$ cat config.mk
export PLATFORM = sky130hd
export DESIGN_NAME = magphase_gain_fork_flat
export DESIGN_NICKNAME = d
export VERILOG_FILES = /design/src/rtl/magphase_gain_fork_pkg.sv /design/src/rtl/magphase_gain_fork_if.sv /design/src/rtl/magphase_gain_fork_axis_fork2.sv /design/src/rtl/magphase_gain_fork.sv /design/src/flat_wrapper.sv
export SDC_FILE = /design/constraint.sdc
export NUM_CORES = 1
export LEC_CHECK = 0
export ABC_AREA = 1
export CAP_MARGIN = 20
export CORE_AREA = 2 2 164 198
export CTS_CLUSTER_SIZE = 20
export DETAILED_ROUTE_END_ITERATION = 10
export DIE_AREA = 0 0 166 200
export PLACE_DENSITY = 0.78
export SLEW_MARGIN = 20
export SYNTH_ARGS = -nofsm -noshare
export SYNTH_HDL_FRONTEND = slang
export SYNTH_SLANG_ARGS = --single-unit
$ cat constraint.sdc
create_clock -name ce_clk -period 7.85 [get_ports ce_clk]
set_input_delay 2.355 -clock ce_clk [delete_from_list [all_inputs] [get_ports ce_clk]]
set_output_delay 2.355 -clock ce_clk [all_outputs]
set_load 0.02 [all_outputs]
$ cat src/rtl/magphase_gain_fork_pkg.sv
// Shared constants and types for the magnitude/phase gain stage.
package magphase_pkg;

    typedef enum logic {
        HOLD = 1'b0,
        RAMP = 1'b1
    } ramp_state_t;

    // Largest non-negative magnitude representable in a signed field of 'width' bits.
    function automatic logic [31:0] MAG_MAX(input int unsigned width);
        return (32'd1 << (width - 1)) - 32'd1;
    endfunction

    // Half an LSB of the integer result, added before the fractional bits are dropped.
    function automatic logic [31:0] ROUND_OFS(input int unsigned frac);
        return 32'd1 << (frac - 1);
    endfunction

endpackage

$ cat src/rtl/magphase_gain_fork_if.sv
// Stream bundle for magphase_gain_fork: one {mag,phase} input, separate magnitude and phase outputs.
interface magphase_gain_fork_if #(
    parameter int WIDTH = 16
);
    logic [2*WIDTH-1:0] i_tdata;
    logic               i_tlast;
    logic               i_tvalid;
    logic               i_tready;

    logic [WIDTH-1:0]   om_tdata;
    logic               om_tlast;
    logic               om_tvalid;
    logic               om_tready;

    logic [WIDTH-1:0]   op_tdata;
    logic               op_tlast;
    logic               op_tvalid;
    logic               op_tready;

    modport slave (
        input  i_tdata, i_tlast, i_tvalid, om_tready, op_tready,
        output i_tready, om_tdata, om_tlast, om_tvalid, op_tdata, op_tlast, op_tvalid
    );

    modport master (
        output i_tdata, i_tlast, i_tvalid, om_tready, op_tready,
        input  i_tready, om_tdata, om_tlast, om_tvalid, op_tdata, op_tlast, op_tvalid
    );
endinterface

$ cat src/rtl/magphase_gain_fork_axis_fork2.sv
// axis_fork2: one-word register feeding two independent consumers; retires once both have taken it.
module axis_fork2 #(
    parameter int A_W = 16,
    parameter int B_W = 16
) (
    input  logic           clk,
    input  logic           rst_n,
    input  logic           i_valid,
    output logic           o_ready,
    input  logic [A_W-1:0] i_a_data,
    input  logic [B_W-1:0] i_b_data,
    output logic [A_W-1:0] o_a_data,
    output logic           o_a_valid,
    input  logic           i_a_ready,
    output logic [B_W-1:0] o_b_data,
    output logic           o_b_valid,
    input  logic           i_b_ready
);
    logic           r_valid;
    logic           r_a_done;
    logic           r_b_done;
    logic [A_W-1:0] r_a_data;
    logic [B_W-1:0] r_b_data;
    logic           w_a_hs;
    logic           w_b_hs;
    logic           w_retire;
    logic           w_load;

    assign o_a_valid = r_valid & ~r_a_done;
    assign o_b_valid = r_valid & ~r_b_done;
    assign o_a_data  = r_a_data;
    assign o_b_data  = r_b_data;
    assign w_a_hs    = o_a_valid & i_a_ready;
    assign w_b_hs    = o_b_valid & i_b_ready;
    // A word retires when each branch has either already taken it or takes it now.
    assign w_retire  = r_valid & (r_a_done | w_a_hs) & (r_b_done | w_b_hs);
    assign o_ready   = ~r_valid | w_retire;
    assign w_load    = i_valid & o_ready;

    always_ff @(posedge clk or negedge rst_n) begin
        if (!rst_n) begin
            r_valid  <= 1'b0;
            r_a_done <= 1'b0;
            r_b_done <= 1'b0;
            r_a_data <= '0;
            r_b_data <= '0;
        end else begin
            if (w_load) begin
                r_valid  <= 1'b1;
                r_a_data <= i_a_data;
                r_b_data <= i_b_data;
            end else if (w_retire) begin
                r_valid <= 1'b0;
            end
            if (w_load || w_retire) begin
                r_a_done <= 1'b0;
                r_b_done <= 1'b0;
            end else begin
                if (w_a_hs) r_a_done <= 1'b1;
                if (w_b_hs) r_b_done <= 1'b1;
            end
        end
    end
endmodule

$ cat src/rtl/magphase_gain_fork.sv
// magphase_gain_fork: slew-limited gain on magnitude (multiply, round/clip), then fork to mag/phase streams.
// Optional saturation counter is built when MAGPHASE_GAIN_SAT_CNT_EN is defined.
import magphase_pkg::*;

module magphase_gain_fork #(
    parameter int WIDTH      = 16,
    parameter int GAIN_W     = 16,
    parameter int GAIN_FRAC  = 12,
    parameter int STEP_W     = 8,
    parameter int GAIN_RESET = 4096
) (
    input  logic                ce_clk,
    input  logic                ce_rst_n,
    magphase_gain_fork_if.slave bus,
    input  logic [GAIN_W-1:0]   set_gain,
    input  logic                set_gain_stb,
    input  logic [STEP_W-1:0]   ramp_step,
    output logic                ramping,
    input  logic                sat_clear,
    output logic [15:0]         sat_count
);
    localparam int PROD_W = WIDTH + GAIN_W;
    localparam int SUM_W  = PROD_W + 1;
    localparam int RND_W  = SUM_W - GAIN_FRAC;
    localparam logic [SUM_W-1:0]  RND_OFS  = SUM_W'(ROUND_OFS(GAIN_FRAC));
    localparam logic [WIDTH-1:0]  MAG_LIM  = WIDTH'(MAG_MAX(WIDTH));
    localparam logic [GAIN_W-1:0] GAIN_RST = GAIN_W'(GAIN_RESET);

    // Valid/ready: a word moves on a clock edge where valid and ready are both high; valid never
    // depends on ready, and a stage is ready when it is empty or its content leaves this cycle.
    logic              w_f_ready;
    logic              w_s2_adv;
    logic              w_s1_adv;
    logic              w_in_hs;
    logic              w_s2_load;

    logic              r_s1_valid;
    logic [PROD_W-1:0] r_s1_prod;
    logic [WIDTH-1:0]  r_s1_phase;
    logic              r_s1_last;

    logic              r_s2_valid;
    logic [WIDTH-1:0]  r_s2_mag;
    logic [WIDTH-1:0]  r_s2_phase;
    logic              r_s2_last;

    logic [RND_W-1:0]  w_rnd;
    logic              w_sat;
    logic [WIDTH-1:0]  w_clip;

    ramp_state_t       r_state;
    ramp_state_t       w_state_nxt;
    logic [GAIN_W-1:0] r_cur_gain;
    logic [GAIN_W-1:0] r_target;
    logic [GAIN_W-1:0] w_cur_nxt;
    logic [GAIN_W-1:0] w_tgt_nxt;
    logic [GAIN_W-1:0] w_stepped;
    logic [GAIN_W-1:0] w_step;

    logic [WIDTH:0]    w_om_word;
    logic [WIDTH:0]    w_op_word;
    logic              w_om_valid;
    logic              w_op_valid;

    assign w_s2_adv    = ~r_s2_valid | w_f_ready;
    assign w_s1_adv    = ~r_s1_valid | w_s2_adv;
    assign bus.i_tready = w_s1_adv & ce_rst_n;
    assign w_in_hs     = bus.i_tvalid & bus.i_tready;
    assign w_s2_load   = w_s2_adv & r_s1_valid;

    always_ff @(posedge ce_clk or negedge ce_rst_n) begin
        if (!ce_rst_n) begin
            r_s1_valid <= 1'b0;
            r_s1_prod  <= '0;
            r_s1_phase <= '0;
            r_s1_last  <= 1'b0;
        end else if (w_s1_adv) begin
            r_s1_valid <= w_in_hs;
            if (w_in_hs) begin
                r_s1_prod  <= PROD_W'(bus.i_tdata[2*WIDTH-1:WIDTH]) * PROD_W'(r_cur_gain);
                r_s1_phase <= bus.i_tdata[WIDTH-1:0];
                r_s1_last  <= bus.i_tlast;
            end
        end
    end

    // The extra sum bit keeps the rounding add from wrapping at full-scale products.
    assign w_rnd  = RND_W'(({1'b0, r_s1_prod} + RND_OFS) >> GAIN_FRAC);
    assign w_sat  = w_rnd > RND_W'(MAG_LIM);
    assign w_clip = w_sat ? MAG_LIM : w_rnd[WIDTH-1:0];

    always_ff @(posedge ce_clk or negedge ce_rst_n) begin
        if (!ce_rst_n) begin
            r_s2_valid <= 1'b0;
            r_s2_mag   <= '0;
            r_s2_phase <= '0;
            r_s2_last  <= 1'b0;
        end else begin
            if (w_s2_adv) r_s2_valid <= r_s1_valid;
            if (w_s2_load) begin
                r_s2_mag   <= w_clip;
                r_s2_phase <= r_s1_phase;
                r_s2_last  <= r_s1_last;
            end
        end
    end

    axis_fork2 #(
        .A_W (WIDTH + 1),
        .B_W (WIDTH + 1)
    ) u_fork (
        .clk       (ce_clk),
        .rst_n     (ce_rst_n),
        .i_valid   (r_s2_valid),
        .o_ready   (w_f_ready),
        .i_a_data  ({r_s2_last, r_s2_mag}),
        .i_b_data  ({r_s2_last, r_s2_phase}),
        .o_a_data  (w_om_word),
        .o_a_valid (w_om_valid),
        .i_a_ready (bus.om_tready),
        .o_b_data  (w_op_word),
        .o_b_valid (w_op_valid),
        .i_b_ready (bus.op_tready)
    );

    assign bus.om_tdata  = w_om_word[WIDTH-1:0];
    assign bus.om_tlast  = w_om_word[WIDTH];
    assign bus.om_tvalid = w_om_valid;
    assign bus.op_tdata  = w_op_word[WIDTH-1:0];
    assign bus.op_tlast  = w_op_word[WIDTH];
    assign bus.op_tvalid = w_op_valid;

    assign w_step = GAIN_W'(ramp_step);

    // One ramp step toward the pre-edge target, landing exactly on it rather than overshooting.
    always_comb begin
        w_stepped = r_target;
        if (r_cur_gain < r_target) begin
            if ((r_target - r_cur_gain) > w_step) w_stepped = r_cur_gain + w_step;
        end else if (r_cur_gain > r_target) begin
            if ((r_cur_gain - r_target) > w_step) w_stepped = r_cur_gain - w_step;
        end
    end

    always_ff @(posedge ce_clk or negedge ce_rst_n) begin
        if (!ce_rst_n) begin
            r_state    <= HOLD;
            r_cur_gain <= GAIN_RST;
            r_target   <= GAIN_RST;
        end else begin
            r_state    <= w_state_nxt;
            r_cur_gain <= w_cur_nxt;
            r_target   <= w_tgt_nxt;
        end
    end

    always_comb begin
        w_tgt_nxt = set_gain_stb ? set_gain : r_target;
        w_cur_nxt = r_cur_gain;
        if (ramp_step == '0) begin
            w_cur_nxt = w_tgt_nxt;
        end else if ((r_state == RAMP) && w_in_hs) begin
            w_cur_nxt = w_stepped;
        end
        w_state_nxt = (w_cur_nxt == w_tgt_nxt) ? HOLD : RAMP;
    end

    always_comb begin
        ramping = (r_state == RAMP);
    end

`ifdef MAGPHASE_GAIN_SAT_CNT_EN
    logic [15:0] r_sat_count;

    always_ff @(posedge ce_clk or negedge ce_rst_n) begin
        if (!ce_rst_n) begin
            r_sat_count <= '0;
        end else if (sat_clear) begin
            r_sat_count <= '0;
        end else if (w_s2_load && w_sat && (r_sat_count != 16'hFFFF)) begin
            r_sat_count <= r_sat_count + 16'd1;
        end
    end

    assign sat_count = r_sat_count;
`else
    logic w_unused_sat_clear;

    assign w_unused_sat_clear = sat_clear;
    assign sat_count          = '0;
`endif

endmodule
$ cat src/flat_wrapper.sv
// flat-port wrapper written by rule: the top's interface ports become plain ports
module magphase_gain_fork_flat 
#(
    parameter int WIDTH      = 16,
    parameter int GAIN_W     = 16,
    parameter int GAIN_FRAC  = 12,
    parameter int STEP_W     = 8,
    parameter int GAIN_RESET = 4096
)
  (ce_clk, ce_rst_n, set_gain, set_gain_stb, ramp_step, ramping, sat_clear, sat_count, bus_i_tdata, bus_i_tlast, bus_i_tvalid, bus_om_tready, bus_op_tready, bus_i_tready, bus_om_tdata, bus_om_tlast, bus_om_tvalid, bus_op_tdata, bus_op_tlast, bus_op_tvalid);
  magphase_gain_fork_if #(.WIDTH(WIDTH)) bus_i ();
  input  logic ce_clk;
  input  logic ce_rst_n;
  input  logic [GAIN_W-1:0] set_gain;
  input  logic set_gain_stb;
  input  logic [STEP_W-1:0] ramp_step;
  output logic ramping;
  input  logic sat_clear;
  output logic [15:0] sat_count;
  input wire logic [$bits(bus_i.i_tdata)-1:0] bus_i_tdata;
  input wire logic [$bits(bus_i.i_tlast)-1:0] bus_i_tlast;
  input wire logic [$bits(bus_i.i_tvalid)-1:0] bus_i_tvalid;
  input wire logic [$bits(bus_i.om_tready)-1:0] bus_om_tready;
  input wire logic [$bits(bus_i.op_tready)-1:0] bus_op_tready;
  output wire logic [$bits(bus_i.i_tready)-1:0] bus_i_tready;
  output wire logic [$bits(bus_i.om_tdata)-1:0] bus_om_tdata;
  output wire logic [$bits(bus_i.om_tlast)-1:0] bus_om_tlast;
  output wire logic [$bits(bus_i.om_tvalid)-1:0] bus_om_tvalid;
  output wire logic [$bits(bus_i.op_tdata)-1:0] bus_op_tdata;
  output wire logic [$bits(bus_i.op_tlast)-1:0] bus_op_tlast;
  output wire logic [$bits(bus_i.op_tvalid)-1:0] bus_op_tvalid;
  assign bus_i.i_tdata = bus_i_tdata;
  assign bus_i.i_tlast = bus_i_tlast;
  assign bus_i.i_tvalid = bus_i_tvalid;
  assign bus_i.om_tready = bus_om_tready;
  assign bus_i.op_tready = bus_op_tready;
  assign bus_i_tready = bus_i.i_tready;
  assign bus_om_tdata = bus_i.om_tdata;
  assign bus_om_tlast = bus_i.om_tlast;
  assign bus_om_tvalid = bus_i.om_tvalid;
  assign bus_op_tdata = bus_i.op_tdata;
  assign bus_op_tlast = bus_i.op_tlast;
  assign bus_op_tvalid = bus_i.op_tvalid;
  magphase_gain_fork #(.WIDTH(WIDTH), .GAIN_W(GAIN_W), .GAIN_FRAC(GAIN_FRAC), .STEP_W(STEP_W), .GAIN_RESET(GAIN_RESET)) u_core (.ce_clk(ce_clk), .ce_rst_n(ce_rst_n), .bus(bus_i), .set_gain(set_gain), .set_gain_stb(set_gain_stb), .ramp_step(ramp_step), .ramping(ramping), .sat_clear(sat_clear), .sat_count(sat_count));
endmodule
==> results of run 1 <==
==> how the worst max path moves through the flow <==
| stage | end | start | slack, ps |
|---|---|---|---|
| 6_report | u_core.r_s1_prod[28] | bus_i_tdata[16] | 130 |
| 3_5_place_dp | u_core.r_s1_prod[28] | bus_i_tdata[27] | -740 |
| 2_1_floorplan | u_core.r_s1_prod[28] | bus_i_tdata[28] | 10 |
| 3_3_place_gp | u_core.r_s1_prod[28] | bus_i_tdata[27] | -650 |
| 4_1_cts | u_core.r_s1_prod[28] | bus_i_tdata[26] | -4 |
| 5_1_grt | u_core.r_s1_prod[31] | bus_i_tdata[24] | -60 |
==> cells by family (layout without fill, tap and decap cells) <==
family | after synthesis | count (layout)
buffers and inverters | 731 | 878
other | 1 | 17
and+or+nand+nor | 1031 | 1031
xor gates and xnor gates | 66 | 66
AOI/OAI and AO/OA | 264 | 264
DFF | 142 | 142
muxes | 22 | 22
adders and majority gates | 361 | 361
==> metrics by stage <==
stage               cell area (um^2)  cells  hold slack [ps]  worst slack [ps]  TNS [ps]
finish                         22300   3182              479               134         0
global route                   22300   3181              508             -55.9      -179
CTS                            21900   3167              479             -3.65     -3.65
detailed placement             21000   3117              459              -741     -8630
global placement               21000   3117              451              -653     -7210
floorplan                      19200   2633              438              12.5         0
==> layer usage <==
layer  track usage  vias up  part of all wire
li1              -     8152                 -
met1         0.360     8490              0.35
met2         0.642      661              0.52
met3        0.0414      263             0.051
met4         0.214        0             0.070
met5             0        -                 0
==> area by class of cell <==
type | count | area (um^2)
repair buffers | 244 | 2310
well taps | 401 | 502
clock buffers | 19 | 443
inverters | 602 | 2260
fillers | 2405 | 8910
clock inverters | 13 | 179
diodes | 1 | 2.50
multi-input cells | 1760 | 13000
flip-flops and latches | 142 | 3560
==> worst max-delay path: cells and delay by family <==
kind / cells / cell delay, ps
and+or+nand+nor: 6 / 660
AOI/OAI and AO/OA: 4 / 530
adders and majority gates: 7 / 3230
xor gates and xnor gates: 1 / 180
buffers and inverters: 7 / 1050
==> placed cells by master (no fill, tap or decap), types with 17 or more instances in the layout <==
cell | synthesis | layout
xor2_1 | 52 | 52
mux2_2 | 22 | 22
inv_1 | 590 | 576
fa_1 | 197 | 184
nand2_1 | 714 | 704
o21ai_0 | 109 | 100
clkdlybuf4s50_1 | 0 | 84
dfrtp_1 | 140 | 139
a21oi_1 | 102 | 89
buf_4 | 23 | 119
nand2_2 | 13 | 21
nand3_1 | 148 | 146
nand4_1 | 20 | 20
nor2_1 | 82 | 80
clkbuf_16 | 0 | 17
inv_2 | 10 | 24
ha_1 | 164 | 157
==> state kept, by name (all words and copies together) (netlist names) <==
signal / flops
u_core.r_s1_valid: 1
u_core.ramping: 1
u_core.r_s2_last: 1
u_core.r_s2_valid: 1
u_core.u_fork.o_b_data: 16
u_core.u_fork.r_b_done: 1
u_core.r_s1_phase: 16
u_core.r_s2_mag: 16
u_core.r_target: 16
u_core.u_fork.r_valid: 1
u_core.r_cur_gain: 16
u_core.u_fork.o_a_data: 17
u_core.r_s1_last: 1
u_core.u_fork.r_a_done: 1
u_core.r_s1_prod: 21
u_core.r_s2_phase: 16
==> timing repair <==
action,in CTS,in global routing
pin swaps,28,52
endpoints found under the setup margin,10,17
cloned,3,1
setup buffers,15,13
resized for setup,44,80
hold buffers,0,0
==> results_dict.tcl, run 1 <==
set metrics [dict create \
    cts_made_buffers 17 \
    cap_violations 0 \
    synth_area_leaders "fa_1 (21%), dfrtp_1 (18%), nand2_1 (14%)" \
    htreeDepth 4 \
    hp-start "u_core.r_s1_last" \
    hold_viol_final 0 \
    synth_top_area_share 0.207 \
    grt_usage 0.339 \
    hold_path.class "reg -> reg" \
    whs_endpoint "u_core.r_s2_last" \
    rrSetupSlack_ps 1260 \
    setup_viol 0 \
    drc 0 \
    ys.flop_type "dfrtp_1" \
    slew_viol_final 0 \
    skew_ps 11.7 \
    drt_first_pass_iters 6 \
    fp.coreArea_um2 31200 \
    cp_max_fo 3 \
    grt_pass1_vias 18600 \
    row_count 71 \
    cts_max_path_buffers 2 \
    synth_top_family_by_area "adder cells" \
    synth-seq-area-share 0.186 \
    area_growth_pct 16.7 \
    fin_util 0.714 \
    r2r-start "u_core.r_cur_gain[8]" \
    vias_per_cell 5.52 \
    synth-async-reset-ratio 1.00 \
    cp_data_required_time_ps 8150 \
    ant_nets 0 \
    synth-simple-area-share 0.229 \
    dp.final_hpwl_mm 41.5 \
    cpMaxStageDelayCell "fa_1" \
    criticalPathCategory "in -> reg" \
    slew_headroom 0.311 \
    drive_above_1_share 0.121 \
    synthAdderAreaFrac 0.314 \
    slowest_delay_ps 510 \
    via_count 17600 \
    synth_seq_cells 142 \
    worstMarginPinSlew_ps 1030 \
    layout.nets 3192 \
    ff2ff_path_depth 24 \
    yosysMostFrequentCell "nand2_1" \
    die_w_um 166 \
    clk_latency_ps 430 \
    wl_mm 55.8 \
    grt_start_max_net_pins 59 \
    grt_remaining_overflow 0 \
    fmax_ghz 0.130 \
    postSynthAreaPerCell_um2 7.29 \
    cts.sinks 142 \
    routabilityCongestion 0.935 \
    clk_pin_slew_worst_paths_ps 60 \
    finalCritPeriodShare 0.983 \
    status "finished clean" \
    yosys_warnings 0 \
    crit_arrival_ps 8020 \
    cts-root-buf "clkbuf_16" \
    netlist-cell-type-count 55 \
    ys_top_cells_by_count "nand2_1 (714), inv_1 (590), fa_1 (197)" \
    muxShareOfSynthArea 0.0130 \
    grt_pass1_wl_mm 89.7 \
    start_util 0.612 \
    r2r_end "u_core.r_s1_prod[28]" \
    detail_route.wl_per_cell_um 17.5 \
    min_path_cells 2 \
    synth_xor_area_frac 0.0303 \
    syn_inst 2618 \
    first_iter_violations 1257 \
    io_buffers 100 \
    endpoint_kind "flip-flop" \
    layout_min_cycle_time_ps 7720 \
    yosys.area.top_type "fa_1" \
    antenna_found_initial 1 \
    die_y_um 200 \
    cp-start-kind "primary input" \
    io_pins 118 \
    crit_top_cell "fa_1" \
    tritoncts "built" \
    synth_compound_area_frac 0.0764 \
    syn_area_um2 19100 \
    synth_edf_count 0 \
    die_area_um2 33200 \
]
Power of run 1 is left out: the tool's default activity adds up to more than one toggle a clock period on the data nets, which glitch-free logic cannot reach.
==> run 2: changes to the inputs <==
--- a/config.mk
+++ b/config.mk
@@ -11,7 +11,9 @@
 export CTS_CLUSTER_SIZE = 20
 export DETAILED_ROUTE_END_ITERATION = 10
 export DIE_AREA = 0 0 166 200
+export MAX_ROUTING_LAYER = met4
 export PLACE_DENSITY = 0.78
+export RECOVER_POWER = 100
 export SLEW_MARGIN = 20
 export SYNTH_ARGS = -nofsm -noshare
 export SYNTH_HDL_FRONTEND = slang
==> results_dict.tcl, run 2 (same netlist as run 1, synthesis figures left out) <==
set metrics [dict create \
    routabilityCongestion 0.957 \
    clk_pin_slew_worst_paths_ps 60 \
    layout_common_cells "nand2_1 (708), inv_1 (579), fa_1 (191)" \
    pre_cts_ws_ps -703 \
    cp-start-kind "primary input" \
    setup_viol 0 \
    r2r-start "u_core.r_cur_gain[1]" \
    wl_mm 53.6 \
    ff2ff_path_depth 22 \
    dp_cells 3118 \
    crit_arrival_ps 7960 \
    grt_pass1_vias 18400 \
    vias_per_cell 5.46 \
    diodes 0 \
    worstMarginPinSlew_ps 4090 \
    hp-start "u_core.u_fork.o_b_data[7]" \
    worst_slack_ps 151 \
    drt_first_pass_iters 6 \
    row_count 71 \
    die_area_um2 33200 \
    r2r_end "u_core.r_s1_prod[24]" \
    cpMaxStageDelayCell "fa_1" \
    drive_above_1_share 0.105 \
    slew_viol_final 113 \
    ant_nets 0 \
    status "finished, violations left" \
    die_y_um 200 \
    slew_headroom -1.72 \
    criticalPathCategory "in -> reg" \
    die_w_um 166 \
    slowest_delay_ps 560 \
    layout_min_cycle_time_ps 7700 \
    cts_made_buffers 17 \
    cap_violations 2 \
    rrSetupSlack_ps 1320 \
    io_pins 118 \
    largest-register "u_core.r_s1_prod" \
    layout_commonest_cell "nand2_1" \
    crit_top_cell "fa_1" \
    cts_max_path_buffers 2 \
    detail_route.wl_per_cell_um 16.9 \
    min_path_cells 2 \
    io_buffers 100 \
    endpoint_kind "flip-flop" \
    cp_data_required_time_ps 8110 \
    fmax_ghz 0.130 \
    drc 0 \
    largest_reg_flops 21 \
    hold_path.class "reg -> reg" \
    layout.nets 3176 \
    start_util 0.612 \
    cts_hold_buffers 0 \
    via_count 17300 \
    antenna_found_initial 0 \
    whs_endpoint "u_core.u_fork.o_b_data[7]" \
    fp.coreArea_um2 31200 \
    grt_remaining_overflow 0 \
    tritoncts "built" \
    skew_ps 14.2 \
    htreeDepth 4 \
    dp.final_hpwl_mm 41.5 \
    grt_pass1_wl_mm 86.6 \
    cts-root-buf "clkbuf_16" \
    grt_start_max_net_pins 80 \
    hold_viol_final 0 \
    finalCritPeriodShare 0.981 \
    area_growth_pct 15.4 \
    violations "capacitance limit, slew limit" \
    cp_max_fo 9 \
    first_iter_violations 1146 \
    stdcell_count 3164 \
    clk_latency_ps 430 \
    cts.sinks 142 \
    grt_usage 0.337 \
]
## run 2: changes by cell type in the layout (fill, tap and decap cells not counted), moves of 5 or more
cell / before / now
buf_4: 119 / 101
clkdlybuf4s50_1: 84 / 46
dlygate4sd3_1: 0 / 40
fa_1: 184 / 191
fa_2: 13 / 6
nand2_2: 21 / 16
nand3_1: 146 / 152
nand3_2: 10 / 4
## run 2: cell type report
class / count / area (um^2)
Inverter: 602 / 2260
Sequential cell: 142 / 3560
Fill cell: 2485 / 9150
Timing Repair Buffer: 228 / 2120
Clock buffer: 18 / 429
Clock inverter: 13 / 180
Multi-Input combinational cell: 1760 / 13000
Tap cell: 401 / 502
## run 2: worst max-delay path: cells and delay by family
kind                       cells  cell delay, ps
buffers and inverters          9            1010
adders and majority gates      7            3300
AOI/OAI and AO/OA              5             660
and+or+nand+nor                5             630
## run 2: per-layer routing
layer  share of wire  vias to the layer above  track usage
met5               0                        -            -
met4           0.059                        0        0.203
met3           0.056                      209       0.0349
met2            0.53                      650        0.629
met1            0.35                     8305        0.344
li1                -                     8119            -
## run 2: how the worst max path moves through the flow
stage / start / slack [ps] / to
after detailed placement: bus_i_tdata[27] / -700 / u_core.r_s1_prod[28]
final: bus_i_tdata[24] / 150 / u_core.r_s1_prod[24]
after CTS: bus_i_tdata[30] / 5 / u_core.r_s1_prod[28]
after floorplan: bus_i_tdata[28] / 10 / u_core.r_s1_prod[28]
after global routing: bus_i_tdata[23] / -60 / u_core.r_s1_prod[25]
after global placement: bus_i_tdata[27] / -640 / u_core.r_s1_prod[28]
## run 2: stage by stage
stage / setup TNS (ps) / utilization / area, um^2 / hold WS [ps]
after floorplan: 0 / - / 19200 / 438
after global placement: -7440 / 0.673 / 21000 / 451
after detailed placement: -8640 / 0.673 / 21000 / 459
after CTS: 0 / 0.702 / 21900 / 474
after global routing: -71.6 / 0.707 / 22000 / 505
final: 0 / 0.707 / 22000 / 479
## run 2: repair_timing
action                                  in CTS  in global routing
pin swaps                                   39                 42
cloned                                       0                  1
endpoints found under the setup margin      10                 15
setup buffers                               14                  3
resized for setup                           56                 48
Power of run 2 is left out for the same reason.
==> run 3: changes to the inputs <==
--- a/config.mk
+++ b/config.mk
@@ -7,12 +7,12 @@
 export LEC_CHECK = 0
 export ABC_AREA = 1
 export CAP_MARGIN = 20
-export CORE_AREA = 2 2 164 198
+export CORE_AREA = 2 2 166 201
 export CTS_CLUSTER_SIZE = 20
 export DETAILED_ROUTE_END_ITERATION = 10
-export DIE_AREA = 0 0 166 200
+export DIE_AREA = 0 0 168 203
 export MAX_ROUTING_LAYER = met4
-export PLACE_DENSITY = 0.78
+export PLACE_DENSITY = 0.76
 export RECOVER_POWER = 100
 export SLEW_MARGIN = 20
 export SYNTH_ARGS = -nofsm -noshare
==> results_dict.tcl, run 3 (same netlist as run 1, synthesis figures left out) <==
set metrics [dict create \
    grt-busiest-layer "met2" \
    antenna_found_initial 0 \
    clk_pin_slew_worst_paths_ps 60 \
    slowest_delay_ps 570 \
    tritoncts "built" \
    first_iter_violations 1123 \
    diodes 0 \
    setup_viol 0 \
    cts_hold_buffers 0 \
    cts_max_path_buffers 2 \
    cp_data_required_time_ps 8140 \
    htreeDepth 4 \
    drt_first_pass_iters 5 \
    cts.sinks 142 \
    drc 0 \
    multi_input_area_um2 13000 \
    die_y_um 203 \
    hold_viol_final 0 \
    slew_headroom -1.42 \
    layout_common_cells "nand2_1 (701), inv_1 (568), fa_1 (184)" \
    setup_tns_ps 0 \
    grt_pass1_vias 18100 \
    io_pins 118 \
    endpoint_kind "flip-flop" \
    cp_max_fo 7 \
    area_growth_pct 16.2 \
    nFillCells 2587 \
    cpMaxStageDelayCell "fa_1" \
    finalCritPeriodShare 0.979 \
    dp.final_hpwl_mm 41.5 \
    hold_path.class "reg -> reg" \
    largest_reg_flops 21 \
    place_area_um2 21000 \
    wl_mm 52.8 \
    layout_min_cycle_time_ps 7690 \
    grt_start_max_net_pins 78 \
    violations "capacitance limit, slew limit" \
    layout_commonest_cell "nand2_1" \
    vias_per_cell 5.45 \
    routabilityCongestion 0.971 \
    crit_arrival_ps 7970 \
    cp-start-kind "primary input" \
    start_util 0.597 \
    grt_usage 0.327 \
    cap_violations 3 \
    fp.coreArea_um2 32000 \
    cts-root-buf "clkbuf_16" \
    io_buffers 100 \
    use_met1 0.359 \
    drive_above_1_share 0.119 \
    via_count 17400 \
    layout.nets 3197 \
    largest-register "u_core.r_s1_prod" \
    ant_nets 0 \
    postLayoutCellArea_um2 22200 \
    row_count 72 \
    regArea_um2 3560 \
    grt_pass1_wl_mm 86.4 \
    grt_remaining_overflow 0 \
    use_met3 0.0251 \
    status "finished, violations left" \
    grtUsageMet2 0.592 \
    worstMarginPinSlew_ps 3630 \
    die_area_um2 34100 \
    fmax_ghz 0.130 \
    clk_latency_ps 430 \
    criticalPathCategory "in -> reg" \
    cts_made_buffers 17 \
    fin_util 0.694 \
    detail_route.wl_per_cell_um 16.5 \
    slew_viol_final 140 \
    die_w_um 168 \
    skew_ps 17.2 \
]
run 3: repair_timing:
item                                    4_1_cts  5_1_grt
pin swaps                                    65       58
endpoints found under the setup margin       12       13
setup buffers                                19       11
resized for setup                            76       54
cloned                                        1        1
run 3: critical path: cells and delay by family:
kind | cells | cell delay (ps)
compound gates | 6 | 770
simple gates | 3 | 250
buf+inv | 10 | 1110
fa+ha+maj | 7 | 3310
xor+xnor | 1 | 170
run 3: path summary, 6_finish.rpt:
| path | startpoint | endpoint | slack, ps | cells past startpoint |
|---|---|---|---|---|
| setup / recovery | bus_i_tdata[21] | u_core.r_s1_prod[31] | 160 | 27 |
| hold / removal | u_core.r_s1_phase[0] | u_core.r_s1_phase[0] | 480 | 2 |
| setup reg to reg | u_core.r_cur_gain[7] | u_core.r_s1_prod[28] | 1400 | 22 |
| hold reg to reg | u_core.r_s1_phase[0] | u_core.r_s1_phase[0] | 480 | 2 |
| max in group asynchronous | ce_rst_n | u_core.r_target[13] | 2010 | 2 |
| min in group asynchronous | ce_rst_n | u_core.u_fork.o_b_data[15] | 1950 | 1 |
run 3: stage by stage:
step	hold slack [ps]	std cells	worst slack, ps
CTS	484	3181	1.66
global route	509	3192	-44.1
finish	483	3192	163
global placement	452	3129	-625
floorplan	438	2633	12.5
detailed placement	466	3129	-712
run 3: final cells by class:
class | instances | area share
clock inverters | 13 | 0.00795
clock buffers | 19 | 0.0195
multi-input cells | 1760 | 0.585
well taps | 407 | 0.0230
repair buffers | 249 | 0.103
flip-flops and latches | 142 | 0.160
inverters | 602 | 0.102
run 3: routing by layer:
layer  routed length, um  up-vias
li1                    -     8167
met1               19400     8410
met2               27800      602
met3                2500      205
met4                3010        0
met5                   0        -
Power of run 3 is left out for the same reason.
